<file path="src/rtl/risc_cpu_pkg.sv">
// Shared constants for the 8-bit accumulator CPU: widths, opcodes and phases.
// Optional trace output is enabled by defining CPU_TRACE_EN.
package risc_cpu_pkg;

   localparam int DWIDTH    = 8;
   localparam int AWIDTH    = 5;
   localparam int MEM_WORDS = 32;

   localparam logic [2:0] OP_HLT = 3'd0;
   localparam logic [2:0] OP_SKZ = 3'd1;
   localparam logic [2:0] OP_ADD = 3'd2;
   localparam logic [2:0] OP_AND = 3'd3;
   localparam logic [2:0] OP_XOR = 3'd4;
   localparam logic [2:0] OP_LDA = 3'd5;
   localparam logic [2:0] OP_STO = 3'd6;
   localparam logic [2:0] OP_JMP = 3'd7;

   localparam logic [2:0] PH_INST_ADDR  = 3'd0;
   localparam logic [2:0] PH_INST_FETCH = 3'd1;
   localparam logic [2:0] PH_INST_LOAD  = 3'd2;
   localparam logic [2:0] PH_IDLE       = 3'd3;
   localparam logic [2:0] PH_OP_ADDR    = 3'd4;
   localparam logic [2:0] PH_OP_FETCH   = 3'd5;
   localparam logic [2:0] PH_ALU_OP     = 3'd6;
   localparam logic [2:0] PH_STORE      = 3'd7;

   // Opcodes whose result is written back into the accumulator.
   function automatic logic is_aluop(input logic [2:0] op);
      return (op == OP_ADD) || (op == OP_AND) || (op == OP_XOR) || (op == OP_LDA);
   endfunction

endpackage

</file>
<file path="src/rtl/risc_cpu_ctrl.sv">
// Phase sequencer and instruction decode. The phase counter and the halt flag
// live here; every datapath strobe is suppressed once halted so the CPU freezes.
module risc_cpu_ctrl
   import risc_cpu_pkg::*;
(
   input  logic       clk,
   input  logic       rst_n,
   input  logic [2:0] opcode,
   input  logic       zero,
   output logic [2:0] phase,
   output logic       sel,
   output logic       rd,
   output logic       ld_ir,
   output logic       inc_pc,
   output logic       ld_pc,
   output logic       ld_ac,
   output logic       wr,
   output logic       halt
);

   logic aluop;

   assign aluop = is_aluop(opcode);

   always_ff @(posedge clk or negedge rst_n) begin
      if (!rst_n) begin
         phase <= PH_INST_ADDR;
         halt  <= 1'b0;
      end else if (!halt) begin
         phase <= phase + 3'd1;
         if (phase == PH_OP_ADDR && opcode == OP_HLT)
            halt <= 1'b1;
      end
   end

   always_comb begin
      sel    = 1'b0;
      rd     = 1'b0;
      ld_ir  = 1'b0;
      inc_pc = 1'b0;
      ld_pc  = 1'b0;
      ld_ac  = 1'b0;
      wr     = 1'b0;
      if (!halt) begin
         case (phase)
            PH_INST_ADDR: begin
               sel = 1'b1;
            end
            PH_INST_FETCH: begin
               sel = 1'b1;
               rd  = 1'b1;
            end
            PH_INST_LOAD, PH_IDLE: begin
               sel   = 1'b1;
               rd    = 1'b1;
               ld_ir = 1'b1;
            end
            PH_OP_ADDR: begin
               inc_pc = 1'b1;
            end
            PH_OP_FETCH: begin
               rd = aluop;
            end
            PH_ALU_OP: begin
               rd     = aluop;
               inc_pc = (opcode == OP_SKZ) && zero;
               ld_pc  = (opcode == OP_JMP);
            end
            default: begin
               ld_ac = aluop;
               ld_pc = (opcode == OP_JMP);
               wr    = (opcode == OP_STO);
            end
         endcase
      end
   end

endmodule

</file>
<file path="src/rtl/risc_cpu.sv">
// VeriRisc-class accumulator CPU with a 32x8 unified memory; runs from address 0
// after reset and raises HALT on HLT. Define CPU_TRACE_EN for a per-instruction trace.
module risc_cpu
   import risc_cpu_pkg::*;
(
   input  logic CLK,
   input  logic RST,
   output logic HALT
);

   reg   [DWIDTH-1:0] mem [0:MEM_WORDS-1];
   logic [AWIDTH-1:0] pc;
   logic [DWIDTH-1:0] ir;
   logic [DWIDTH-1:0] ac;

   logic [2:0]        phase;
   logic [2:0]        opcode;
   logic [AWIDTH-1:0] addr;
   logic [DWIDTH-1:0] mem_rdata;
   logic [DWIDTH-1:0] alu_out;
   logic              zero;
   logic              sel, rd, ld_ir, inc_pc, ld_pc, ld_ac, wr, halt;

   assign opcode    = ir[7:5];
   assign zero      = (ac == '0);
   assign addr      = sel ? pc : ir[AWIDTH-1:0];
   assign mem_rdata = mem[addr];
   assign HALT      = halt;

   risc_cpu_ctrl u_ctrl (
      .clk    (CLK),
      .rst_n  (RST),
      .opcode (opcode),
      .zero   (zero),
      .phase  (phase),
      .sel    (sel),
      .rd     (rd),
      .ld_ir  (ld_ir),
      .inc_pc (inc_pc),
      .ld_pc  (ld_pc),
      .ld_ac  (ld_ac),
      .wr     (wr),
      .halt   (halt)
   );

   always_comb begin
      case (opcode)
         OP_ADD:  alu_out = ac + mem_rdata;
         OP_AND:  alu_out = ac & mem_rdata;
         OP_XOR:  alu_out = ac ^ mem_rdata;
         default: alu_out = mem_rdata;
      endcase
   end

   // Jump target wins over increment when both are requested in the same phase.
   always_ff @(posedge CLK or negedge RST) begin
      if (!RST)
         pc <= '0;
      else if (ld_pc)
         pc <= ir[AWIDTH-1:0];
      else if (inc_pc)
         pc <= pc + 5'd1;
   end

   always_ff @(posedge CLK or negedge RST) begin
      if (!RST)
         ir <= '0;
      else if (ld_ir && rd)
         ir <= mem_rdata;
   end

   always_ff @(posedge CLK or negedge RST) begin
      if (!RST)
         ac <= '0;
      else if (ld_ac)
         ac <= alu_out;
   end

   // Memory contents survive reset so a preloaded program can be rerun.
   always @(posedge CLK) begin
      if (wr)
         mem[addr] <= ac;
   end

`ifdef CPU_TRACE_EN
   always @(posedge CLK) begin
      if (RST && !halt && phase == PH_OP_ADDR)
         $display("[%0t] risc_cpu pc=%0d op=%0d operand=%0d ac=%02h",
                  $time, pc, opcode, ir[AWIDTH-1:0], ac);
   end
`endif

endmodule

</file>
<file path="config.mk">
export PLATFORM = sky130hd
export DESIGN_NAME = risc_cpu
export DESIGN_NICKNAME = d
export VERILOG_FILES = /design/src/rtl/risc_cpu_pkg.sv /design/src/rtl/risc_cpu_ctrl.sv /design/src/rtl/risc_cpu.sv
export SDC_FILE = /design/constraint.sdc
export NUM_CORES = 1
export LEC_CHECK = 0
export ABC_AREA = 0
export BUFFER_PORTS_ARGS = -buffer_cell sky130_fd_sc_hd__buf_2
export CAP_MARGIN = 10
export CORE_ASPECT_RATIO = 0.5
export CORE_MARGIN = 5
export CORE_UTILIZATION = 55
export CTS_CLUSTER_DIAMETER = 200
export CTS_CLUSTER_SIZE = 10
export DETAILED_ROUTE_END_ITERATION = 12
export PLACE_DENSITY = 0.74
export RECOVER_POWER = 100
export REMOVE_ABC_BUFFERS = 1
export SLEW_MARGIN = 20
export SYNTH_ARGS = -nofsm -noshare
export SYNTH_HDL_FRONTEND = slang
export SYNTH_HIERARCHICAL = 1
export SYNTH_SLANG_ARGS = --single-unit
</file>
<file path="constraint.sdc">
create_clock -name CLK -period 5.9 [get_ports CLK]
set_clock_uncertainty 0.05 [all_clocks]
set_input_delay 0.295 -clock CLK [delete_from_list [all_inputs] [get_ports CLK]]
set_output_delay 0.295 -clock CLK [all_outputs]
set_load 0.01 [all_outputs]
</file>
* Word level (Yosys, flattened, before mapping) *
Memories as Yosys holds them, arrays and structs flattened.
Cells that the tools add are included.

operators by class
  shift-type cells = 0
  multiplexer cells = 22
  bitwise operators = 2
  magnitude comparators = 0
  multipliers = 0
  divide/modulo/power cells = 0
  reductions and logical operators = 16
  equality and inequality tests = 13
  add/subtract/negate cells = 3

operators with widths
  cell                 count
  $pmux 8 s3           1
  $eq 3x3->1 const B   7
  $mux 1               16
  $mux 5               3
  $eq 3x2->1 const B   4
  $add 8x8->8          1
  $and 8x8->8          1
  $logic_not 8->1      1
  $xor 8x8->8          1
  $reduce_or 7->1      1
  $eq 3x1->1 const B   2
  $logic_not 3->1      2
  $reduce_or 6->1      1
  $add 5x1->5 const B  1
  $pmux 1 s2           2
  $reduce_or 2->1      2
  $reduce_or 4->1      1
  $add 3x1->3 const B  1
  $logic_and 1x1->1    3
  $logic_or 1x1->1     3
  $reduce_or 3->1      1
  $reduce_bool 2->1    1

storage, ports and cells
  bits in registers = 25
  logic and storage cells = 62
  input port bits = 2
  memories kept = 1
  memory bits (writable) = 256
  latch bits = 0
  output and inout port bits = 1
  bits in read-only memories = 0

memory list
  name  words  width  read ports  clocked after Yosys merged registers in  write ports  RTL line        text
  mem   32     8      1           0                                        1            risc_cpu.sv:11  reg [DWIDTH-1:0] mem [0:MEM_WORDS-1];

* Depth between registers and ports, before layout *
Gate-level depths: netlist of the first run.
An unclocked memory read counts as a cell.

  depth in word-level cells = 8
  mapped depth = 20
  depth with buffers taken out = 15

* Modules after synthesis *
The synthesis of the first run kept the hierarchy.

by module, submodules not included
  module         sequential area each (um2)  cells an instance  area each (um2)  times used
  risc_cpu       8,212.9                     835                12,031.5         1
  risc_cpu_ctrl  100.1                       37                 322.8            1

* Worst setup path after synthesis of the first run *
Ideal clock, no wire load.

  path kind = register to register
  start = reg u_ctrl.halt
  end = reg ac[7]
  buffers on the path = 4
  setup time = 99 ps
  path slack = 1,899 ps
  cell stages (with the launch flop) = 19
  arrival time = 3,852 ps
  period minus slack after synthesis = 4,001 ps
  data required time = 5,751 ps
  cell sequence = dfrtp_1 > buf_2 > nor2_1 > buf_6 > mux2_1 > buf_4 > buf_4 > mux4_2 > nor2_1 > a2111oi_0 > nand4_1 > inv_1 > ha_1 > a21o_1 > a31o_2 > a21o_1 > a21oi_1 > mux2_2 > a311oi_1

between the ends
  cells in the longest elaborated chain, start to end = 5
  elaborated cells between the ends (all ways) = 8
  classes of those cells = add/sub: 1; mux: 4; bitwise: 2; memory: 1

RTL lines
  item                    RTL line             text
  start, declared         risc_cpu_ctrl.sv:18  output logic halt
  start signal, assigned  risc_cpu_ctrl.sv:28  halt <= 1'b0;
  start signal, assigned  risc_cpu_ctrl.sv:32  halt <= 1'b1;
  $mux 1                  risc_cpu_ctrl.sv:44  if (!halt) begin
  named net sel           risc_cpu.sv:22       logic sel, rd, ld_ir, inc_pc, ld_pc, ld_ac, wr, halt;
  $mux 5                  risc_cpu.sv:26       assign addr = sel ? pc : ir[AWIDTH-1:0];
  $mem_v2 32x8            -
  named net mem_rdata[3]  risc_cpu.sv:19       logic [DWIDTH-1:0] mem_rdata;
  $add 8x8->8             risc_cpu.sv:48       OP_ADD: alu_out = ac + mem_rdata;
  $pmux 8 s3              risc_cpu.sv:47       case (opcode)
  end signal, assigned    risc_cpu.sv:76       ac <= alu_out;
  end, declared           risc_cpu.sv:14       logic [DWIDTH-1:0] ac;

The timed path passes the listed nets, and every way through them passes these cells.
A chain may end at the register's enable or synchronous reset.

* Worst setup path in the final report of the first run *
Ends and elaborated chain as after synthesis.

==> impl_metrics.tcl, run 1 <==
set metrics [dict create \
    critical_path.n_buffers_inverters 3 \
    critical_path.endpoint_type "flop" \
    grt_antenna_before_repair 1 \
    tritoncts.num_buffers 34 \
    synth_top_family_by_area "compound AO/OA/AOI/OAI gates" \
    run_status "complete, but fails checks" \
    internal_power_uw 3220 \
    timing.rr.start "u_ctrl/halt" \
    wire_per_inst_um 26.6 \
    power.static_leakage_uw 0.00427 \
    synth_top_area_share_pct 62.2 \
    fin_crit_sh_pct 90.5 \
    globalRoute.totalOverflow 0 \
    synth_area_in_simple_gates_pct 8.11 \
    post_synth_mux_area_share_pct 5.48 \
    power.density_cell_area_mw_per_mm2 294 \
    switching_power_uw 773 \
    slew_headroom_pct -34.5 \
    slowest_stage_cell_on_the_critical_path "sky130_fd_sc_hd__a2bb2oi_2" \
    pwr-share-seq_pct 53.6 \
    remaining_drc_errors 0 \
    yosys_warnings 6 \
    fp.dieW_um 222 \
    worstSetupStartpointType "flop" \
    routabilityCongestion 0.945 \
    fmax_mhz 187 \
    synth_xor_area_share_pct 0.638 \
    area_fraction_in_compound_gates_after_synthesis_pct 13.8 \
    wirelength_um 31800 \
    synthTopCellsByArea "sky130_fd_sc_hd__edfxtp_1 (62%), sky130_fd_sc_hd__dfrtp_1 (5.1%), sky130_fd_sc_hd__mux4_2 (3.1%), sky130_fd_sc_hd__nor2_1 (2.9%), sky130_fd_sc_hd__o21bai_1 (2.1%)" \
    drt_first_pass_iters 7 \
    grt_start_max_net_pins 45 \
    syn_area_per_cell_um2 14.2 \
    layout-drive-gt1-share_pct 10.5 \
    critPathMaxStageDelay_ps 930 \
    switching_share_pct 19.3 \
    path_max_fanout 20 \
    fin_cells 1197 \
    clock_latency_ps 510 \
    postSynth.asyncResetShare_pct 8.90 \
    areaGrowthSynthToFinish_pct 10.2 \
    setup-violations-final 0 \
    synth_adder_area_share_pct 1.78 \
    cts.root.buffer_cell "sky130_fd_sc_hd__clkbuf_16" \
    worst_setup_path_startpoint "u_ctrl/halt" \
    die_height_um 116 \
    yosys_most_used_dff "sky130_fd_sc_hd__edfxtp_1" \
    fin_nets 903 \
    critPathTopFamily "compound AO/OA/AOI/OAI gates" \
    totalNegativeSetupSlack_ps 0 \
    route.antenna.remaining_nets 0 \
    hold_path.class "flop to flop" \
    netlist-cell-type-count 76 \
    placement_rows 38 \
    fp.dieArea_mm2 0.0257 \
    post_cts_buffers 0 \
    yosys.area.top_type "sky130_fd_sc_hd__edfxtp_1" \
    drt-vias-per-instance 6.73 \
    hold_violations 0 \
    ctsHtreeMaxLevel 2 \
    final_critical_path_setup_slack_ps 559 \
    critPathRequiredTime_ps 6250 \
    detailed_place_hpwl_um 20000 \
    violations_in_the_final_reports "capacitance limit, slew limit" \
    postSynthCellCount 872 \
    criticalPathCategory "flop to flop" \
    initial_core_util_pct 56.5 \
    rsz0062_at_grt "false" \
    max_cap_viol_count 8 \
    cts_max_path_buffers 3 \
    synth_enable_flop_cells 256 \
    clock_sinks 281 \
    dpl_worst_slack_ps 1100 \
    post_synthesis_register_bit_count 281 \
    ys_seq_area_share_pct 67.3 \
    worstPathArrival_ps 5690 \
    grt_first_pass_wirelength_um 48500 \
    route.vias.total 8056 \
    post_synth_instance_area_mm2 0.0124 \
    final_util_pct 62.3 \
    first_global_vias 7843 \
    time_the_worst_path_needs_with_i_o_delays_and_setup_ps 5340 \
    floorplan.core_area_mm2 0.0219 \
    tritoncts_clock_tree "built" \
    io_buffers 2 \
    critical_path.cell_chain "nor2_1, buf_4, nor2b_1, clkbuf_1, a2bb2oi_2, o22ai_1, o21ai_0, nand4_1, inv_1, ha_1, a21o_1, a21oi_1, mux2_2, a311oi_1" \
    diodes 0 \
    slew_viol_final 290 \
    placed_cells 1147 \
    worstHoldStart "u_ctrl/phase[0]" \
    drt-initial-drc-count 1333 \
    power.clock.fraction_pct 46.3 \
    fill_cells 1571 \
    worst_margin_pin_slew_ps 2020 \
    ioPinCount 3 \
    clk_pin_slew_ps 60 \
    max_ir_drop_vdd_uv 191 \
    pwr-share-comb_pct 0.1 \
    global_route.usage.total_pct 25.0 \
]
state kept, by name (all words and copies together) (netlist names):
name          cells
mem             256
ac                8
ir                8
pc                5
u_ctrl/phase      3
u_ctrl/halt       1
worst reg2reg max path, cell delays in order, from the launching register on:
cell	delay, ps
sky130_fd_sc_hd__dfrtp_1	480
sky130_fd_sc_hd__nor2_1	300
sky130_fd_sc_hd__buf_4	310
sky130_fd_sc_hd__nor2b_1	70
sky130_fd_sc_hd__clkbuf_1	390
sky130_fd_sc_hd__a2bb2oi_2	940
sky130_fd_sc_hd__o22ai_1	240
sky130_fd_sc_hd__o21ai_0	670
sky130_fd_sc_hd__nand4_1	430
sky130_fd_sc_hd__inv_1	180
sky130_fd_sc_hd__ha_1	280
sky130_fd_sc_hd__a21o_1	180
sky130_fd_sc_hd__a21oi_1	150
sky130_fd_sc_hd__mux2_2	340
sky130_fd_sc_hd__a311oi_1	250
repair_timing:
item                      CTS  global route
hold endpoints to repair   25             0
resized for setup           0             0
hold buffers                1             0
worst paths after layout:
path | to | slack [ps] | depth (start not counted)
worst max-delay path | ac[7] | 560 | 14
worst min register to register | u_ctrl/phase[0] | 520 | 1
max in group asynchronous | ac[0] | 4350 | 2
worst min-delay path | u_ctrl/phase[0] | 520 | 1
min in group asynchronous | u_ctrl/phase[0] | 610 | 2
worst max register to register | ac[7] | 560 | 14
power groups by stage:
| stage | registers (µW) | logic [µW] | clock network (µW) |
|---|---|---|---|
| 2_1_floorplan | 2180 | 0.00166 | 0 |
| 3_3_place_gp | 2180 | 3.96 | 0 |
| 3_5_place_dp | 2180 | 3.99 | 0 |
| 4_1_cts | 2140 | 4.39 | 1850 |
| 5_1_grt | 2140 | 5.01 | 1970 |
| 6_report | 2140 | 4.06 | 1850 |
kinds of logic after synthesis:
logic type | Yosys count
AND/OR/NAND/NOR | 216
XOR/XNOR | 9
multiplexers | 45
buffers and inverters | 73
flip-flops | 281
adder cells (fa/ha/maj) | 17
AO/OA/AOI/OAI | 231
Yosys cell counts (4+ instances only):
library cell and number:
sky130_fd_sc_hd__a32oi_1 14, sky130_fd_sc_hd__mux2i_1 22, sky130_fd_sc_hd__clkbuf_1 20, sky130_fd_sc_hd__buf_6 5, sky130_fd_sc_hd__o31ai_1 6, sky130_fd_sc_hd__a41oi_1 9
sky130_fd_sc_hd__a21o_1 17, sky130_fd_sc_hd__nor2_1 95, sky130_fd_sc_hd__a21oi_1 16, sky130_fd_sc_hd__o21ai_1 7, sky130_fd_sc_hd__nand2_1 53, sky130_fd_sc_hd__nand3_1 13
sky130_fd_sc_hd__o21a_1 4, sky130_fd_sc_hd__o22a_1 6, sky130_fd_sc_hd__buf_1 5, sky130_fd_sc_hd__a2111oi_0 5, sky130_fd_sc_hd__edfxtp_1 256, sky130_fd_sc_hd__buf_2 20
sky130_fd_sc_hd__xor2_1 5, sky130_fd_sc_hd__inv_1 18, sky130_fd_sc_hd__o21ai_0 32, sky130_fd_sc_hd__nor2b_1 4, sky130_fd_sc_hd__ha_1 16, sky130_fd_sc_hd__nand2b_1 9
sky130_fd_sc_hd__nor3_1 8, sky130_fd_sc_hd__o2111ai_1 8, sky130_fd_sc_hd__o22ai_1 30, sky130_fd_sc_hd__o21bai_1 35, sky130_fd_sc_hd__and2_1 4, sky130_fd_sc_hd__nand4_1 8
sky130_fd_sc_hd__mux4_2 17, sky130_fd_sc_hd__dfrtp_1 25, sky130_fd_sc_hd__xnor2_1 4, sky130_fd_sc_hd__a31oi_1 4
cell type report:
cell class / count / area (µm²) / area share [%]
Sequential cell: 281 / 8310 / 61.0
Multi-Input combinational cell: 518 / 3700 / 27.2
Clock buffer: 46 / 917 / 6.73
Tap cell: 300 / 375 / 2.76
Timing Repair Buffer: 30 / 199 / 1.46
Inverter: 19 / 71.3 / 0.524
Clock inverter: 3 / 41.3 / 0.303
metrics by stage:
| step | hold WS (ps) | instance area [µm²] | power (µW) |
|---|---|---|---|
| 2_1_floorplan | -50.6 | 12100 | 2180 |
| 3_3_place_gp | 285 | 12700 | 2190 |
| 3_5_place_dp | 287 | 12700 | 2190 |
| 4_1_cts | 293 | 13700 | 4000 |
| 5_1_grt | 541 | 13600 | 4110 |
| 6_report | 519 | 13600 | 4000 |
routing by layer:
| layer | GRT usage [%] | wire, µm | vias up |
|---|---|---|---|
| met5 | 0 | 13 | - |
| met3 | 7.92 | 4480 | 106 |
| met2 | 37.5 | 13500 | 566 |
| met4 | 8.45 | 1160 | 2 |
| met1 | 35.4 | 12700 | 3946 |
| li1 | - | - | 3436 |
layout by cell type (no fill, tap or decap), types with 13 or more instances in the layout:
cell type	synthesis	final
sky130_fd_sc_hd__clkbuf_1	20	22
sky130_fd_sc_hd__mux4_2	17	17
sky130_fd_sc_hd__nor2_1	95	95
sky130_fd_sc_hd__nand3_1	13	13
sky130_fd_sc_hd__buf_4	3	17
sky130_fd_sc_hd__a21oi_1	16	16
sky130_fd_sc_hd__a32oi_1	14	14
sky130_fd_sc_hd__o21bai_1	35	35
sky130_fd_sc_hd__clkbuf_16	0	35
sky130_fd_sc_hd__edfxtp_1	256	256
sky130_fd_sc_hd__ha_1	16	16
sky130_fd_sc_hd__o22ai_1	30	30
sky130_fd_sc_hd__inv_1	18	18
sky130_fd_sc_hd__nand2_1	53	53
sky130_fd_sc_hd__o21ai_0	32	34
sky130_fd_sc_hd__dfrtp_1	25	25
sky130_fd_sc_hd__a21o_1	17	17
sky130_fd_sc_hd__mux2i_1	22	22
Note: power is estimated with default switching activity, not from simulation.
==> run 2, diff against run 1 <==
RECOVER_POWER = default   (was 100)
==> run 2 against run 1 <==
The flow now finishes without violations. Cell count unchanged. Via count decreased by 0.47%. Global-route usage unchanged. Highest routed layer unchanged. Critical path type unchanged. Routed wire length decreased by 0.66%. Worst hold slack worse by 230 ps. Flip-flop and latch count is the same. Largest cell class unchanged. Worst setup slack improved by 380 ps. Fmax grew 7.6%. Non-clock buffer count is the same.
==> impl_metrics.tcl, run 2 (same netlist as run 1, synthesis figures left out) <==
set metrics [dict create \
    power.density_cell_area_mw_per_mm2 293 \
    placement_rows 38 \
    slowest_stage_cell_on_the_critical_path "sky130_fd_sc_hd__mux2_4" \
    fp.dieArea_mm2 0.0257 \
    slew_viol_final 0 \
    max_cap_viol_count 0 \
    post_cts_buffers 0 \
    tritoncts_clock_tree "built" \
    reg2reg_slack_ps 940 \
    rsz0062_at_grt "false" \
    global_route.usage.total_pct 25.0 \
    timing.rr.start "u_ctrl/halt" \
    tritoncts.num_buffers 34 \
    first_global_vias 7843 \
    critPathTopFamily "compound AO/OA/AOI/OAI gates" \
    detailed_place_hpwl_um 20000 \
    slew_headroom_pct 26.3 \
    remaining_drc_errors 0 \
    cts_max_path_buffers 3 \
    worst_r2r_endpoint "ac[7]" \
    cts_hold_buffers 1 \
    ioPinCount 3 \
    totalNegativeSetupSlack_ps 0 \
    hold_path.class "input port to asynchronous set/reset pin" \
    route.vias.total 8018 \
    layout.cells.most_common_list "sky130_fd_sc_hd__edfxtp_1 (256), sky130_fd_sc_hd__nor2_1 (94), sky130_fd_sc_hd__nand2_1 (53)" \
    worst_hold_slack_ps 289 \
    drt-initial-drc-count 1340 \
    drt-vias-per-instance 6.70 \
    critical_path.n_buffers_inverters 2 \
    areaGrowthSynthToFinish_pct 10.6 \
    setup-violations-final 0 \
    die_height_um 116 \
    fin_crit_sh_pct 84.2 \
    ctsHtreeMaxLevel 2 \
    cts-resized-gates 0 \
    ff2ff_path_depth 14 \
    wire_per_inst_um 26.4 \
    run_status "complete, no violations" \
    crit_top_cell "sky130_fd_sc_hd__mux2_2" \
    grt_start_max_net_pins 45 \
    diodes 0 \
    initial_core_util_pct 56.5 \
    worstSetupStartpointType "flop" \
    grt_antenna_before_repair 1 \
    critPathMaxStageDelay_ps 690 \
    fin_nets 903 \
    fmax_mhz 201 \
    clock_sinks 281 \
    largest_register "mem" \
    clock_latency_ps 510 \
    cts.root.buffer_cell "sky130_fd_sc_hd__clkbuf_16" \
    fp.dieW_um 222 \
    power.static_leakage_uw 0.00432 \
    critical_path.cell_chain "nor2_2, buf_4, mux2_4, mux2i_1, mux2_2, a2111oi_2, o2111ai_1, inv_1, ha_1, a31o_2, a21o_1, a21oi_1, mux2_2, a311oi_1" \
    wirelength_um 31600 \
    worst_margin_pin_slew_ps 1100 \
    largest_register_ffs 256 \
    layout_commonest_cell "sky130_fd_sc_hd__edfxtp_1" \
    grt_first_pass_wirelength_um 48500 \
    max_ir_drop_vdd_uv 190 \
    worstPathArrival_ps 5320 \
    reg.largest.list "mem: 256 flops, ac: 8 flops, ir: 8 flops" \
    layout-drive-gt1-share_pct 11.8 \
    drt_first_pass_iters 5 \
    route.antenna.remaining_nets 0 \
    floorplan.core_area_mm2 0.0219 \
    globalRoute.totalOverflow 0 \
    clk_pin_slew_ps 60 \
    criticalPathCategory "flop to flop" \
    io_buffers 2 \
    hold_violations 0 \
    time_the_worst_path_needs_with_i_o_delays_and_setup_ps 4960 \
    routabilityCongestion 0.945 \
    critPathRequiredTime_ps 6250 \
    path_max_fanout 44 \
    critical_path.endpoint_type "flop" \
]
-- run 2: final cells by class --
class,instances,area (µm²)
clock inverter,3,41.3
clock buffer,46,917
inverter,19,71.3
fill,1561,8210
multi-input combinational,518,3710
sequential,281,8310
timing repair buffer,30,235
tap,300,375
-- run 2: where the power goes --
group | internal [µW] | total, µW | leakage, µW | switching [µW]
combinational | 0.664 | 4.18 | 0.00182 | 3.52
sequential | 2140 | 2140 | 0.00204 | 0
clock | 1080 | 1850 | 0.000463 | 768
total | 3220 | 4000 | 0.00432 | 772
-- run 2: routing by layer --
metal	global-route usage (%)	wire [µm]
met1	35.4	12600
met2	37.5	13500
met3	7.92	4480
met4	8.45	1060
met5	0	13
-- run 2: through the flow --
stage          area [µm²]  total power, µW  cells  setup slack [ps]  util [%]
2_1_floorplan       12100             2180    818               246         -
3_3_place_gp        12700             2190   1147              1200      58.0
3_5_place_dp        12700             2190   1147              1100      58.0
4_1_cts             13700             4000   1197              1070      62.4
5_1_grt             13700             4110   1197               734      62.5
6_report            13700             4000   1197               935      62.5
-- run 2: worst max path at each step --
| stage | startpoint | endpoint | slack [ps] | cells after the start |
|---|---|---|---|---|
| after detailed placement | u_ctrl/halt | ac[7] | 1100 | 15 |
| after global routing | u_ctrl/halt | ac[7] | 730 | 14 |
| after CTS | u_ctrl/halt | ac[7] | 1070 | 15 |
| final | u_ctrl/halt | ac[7] | 940 | 14 |
| after global placement | u_ctrl/halt | ac[7] | 1200 | 15 |
| after floorplan | u_ctrl/halt | ac[7] | 250 | 14 |
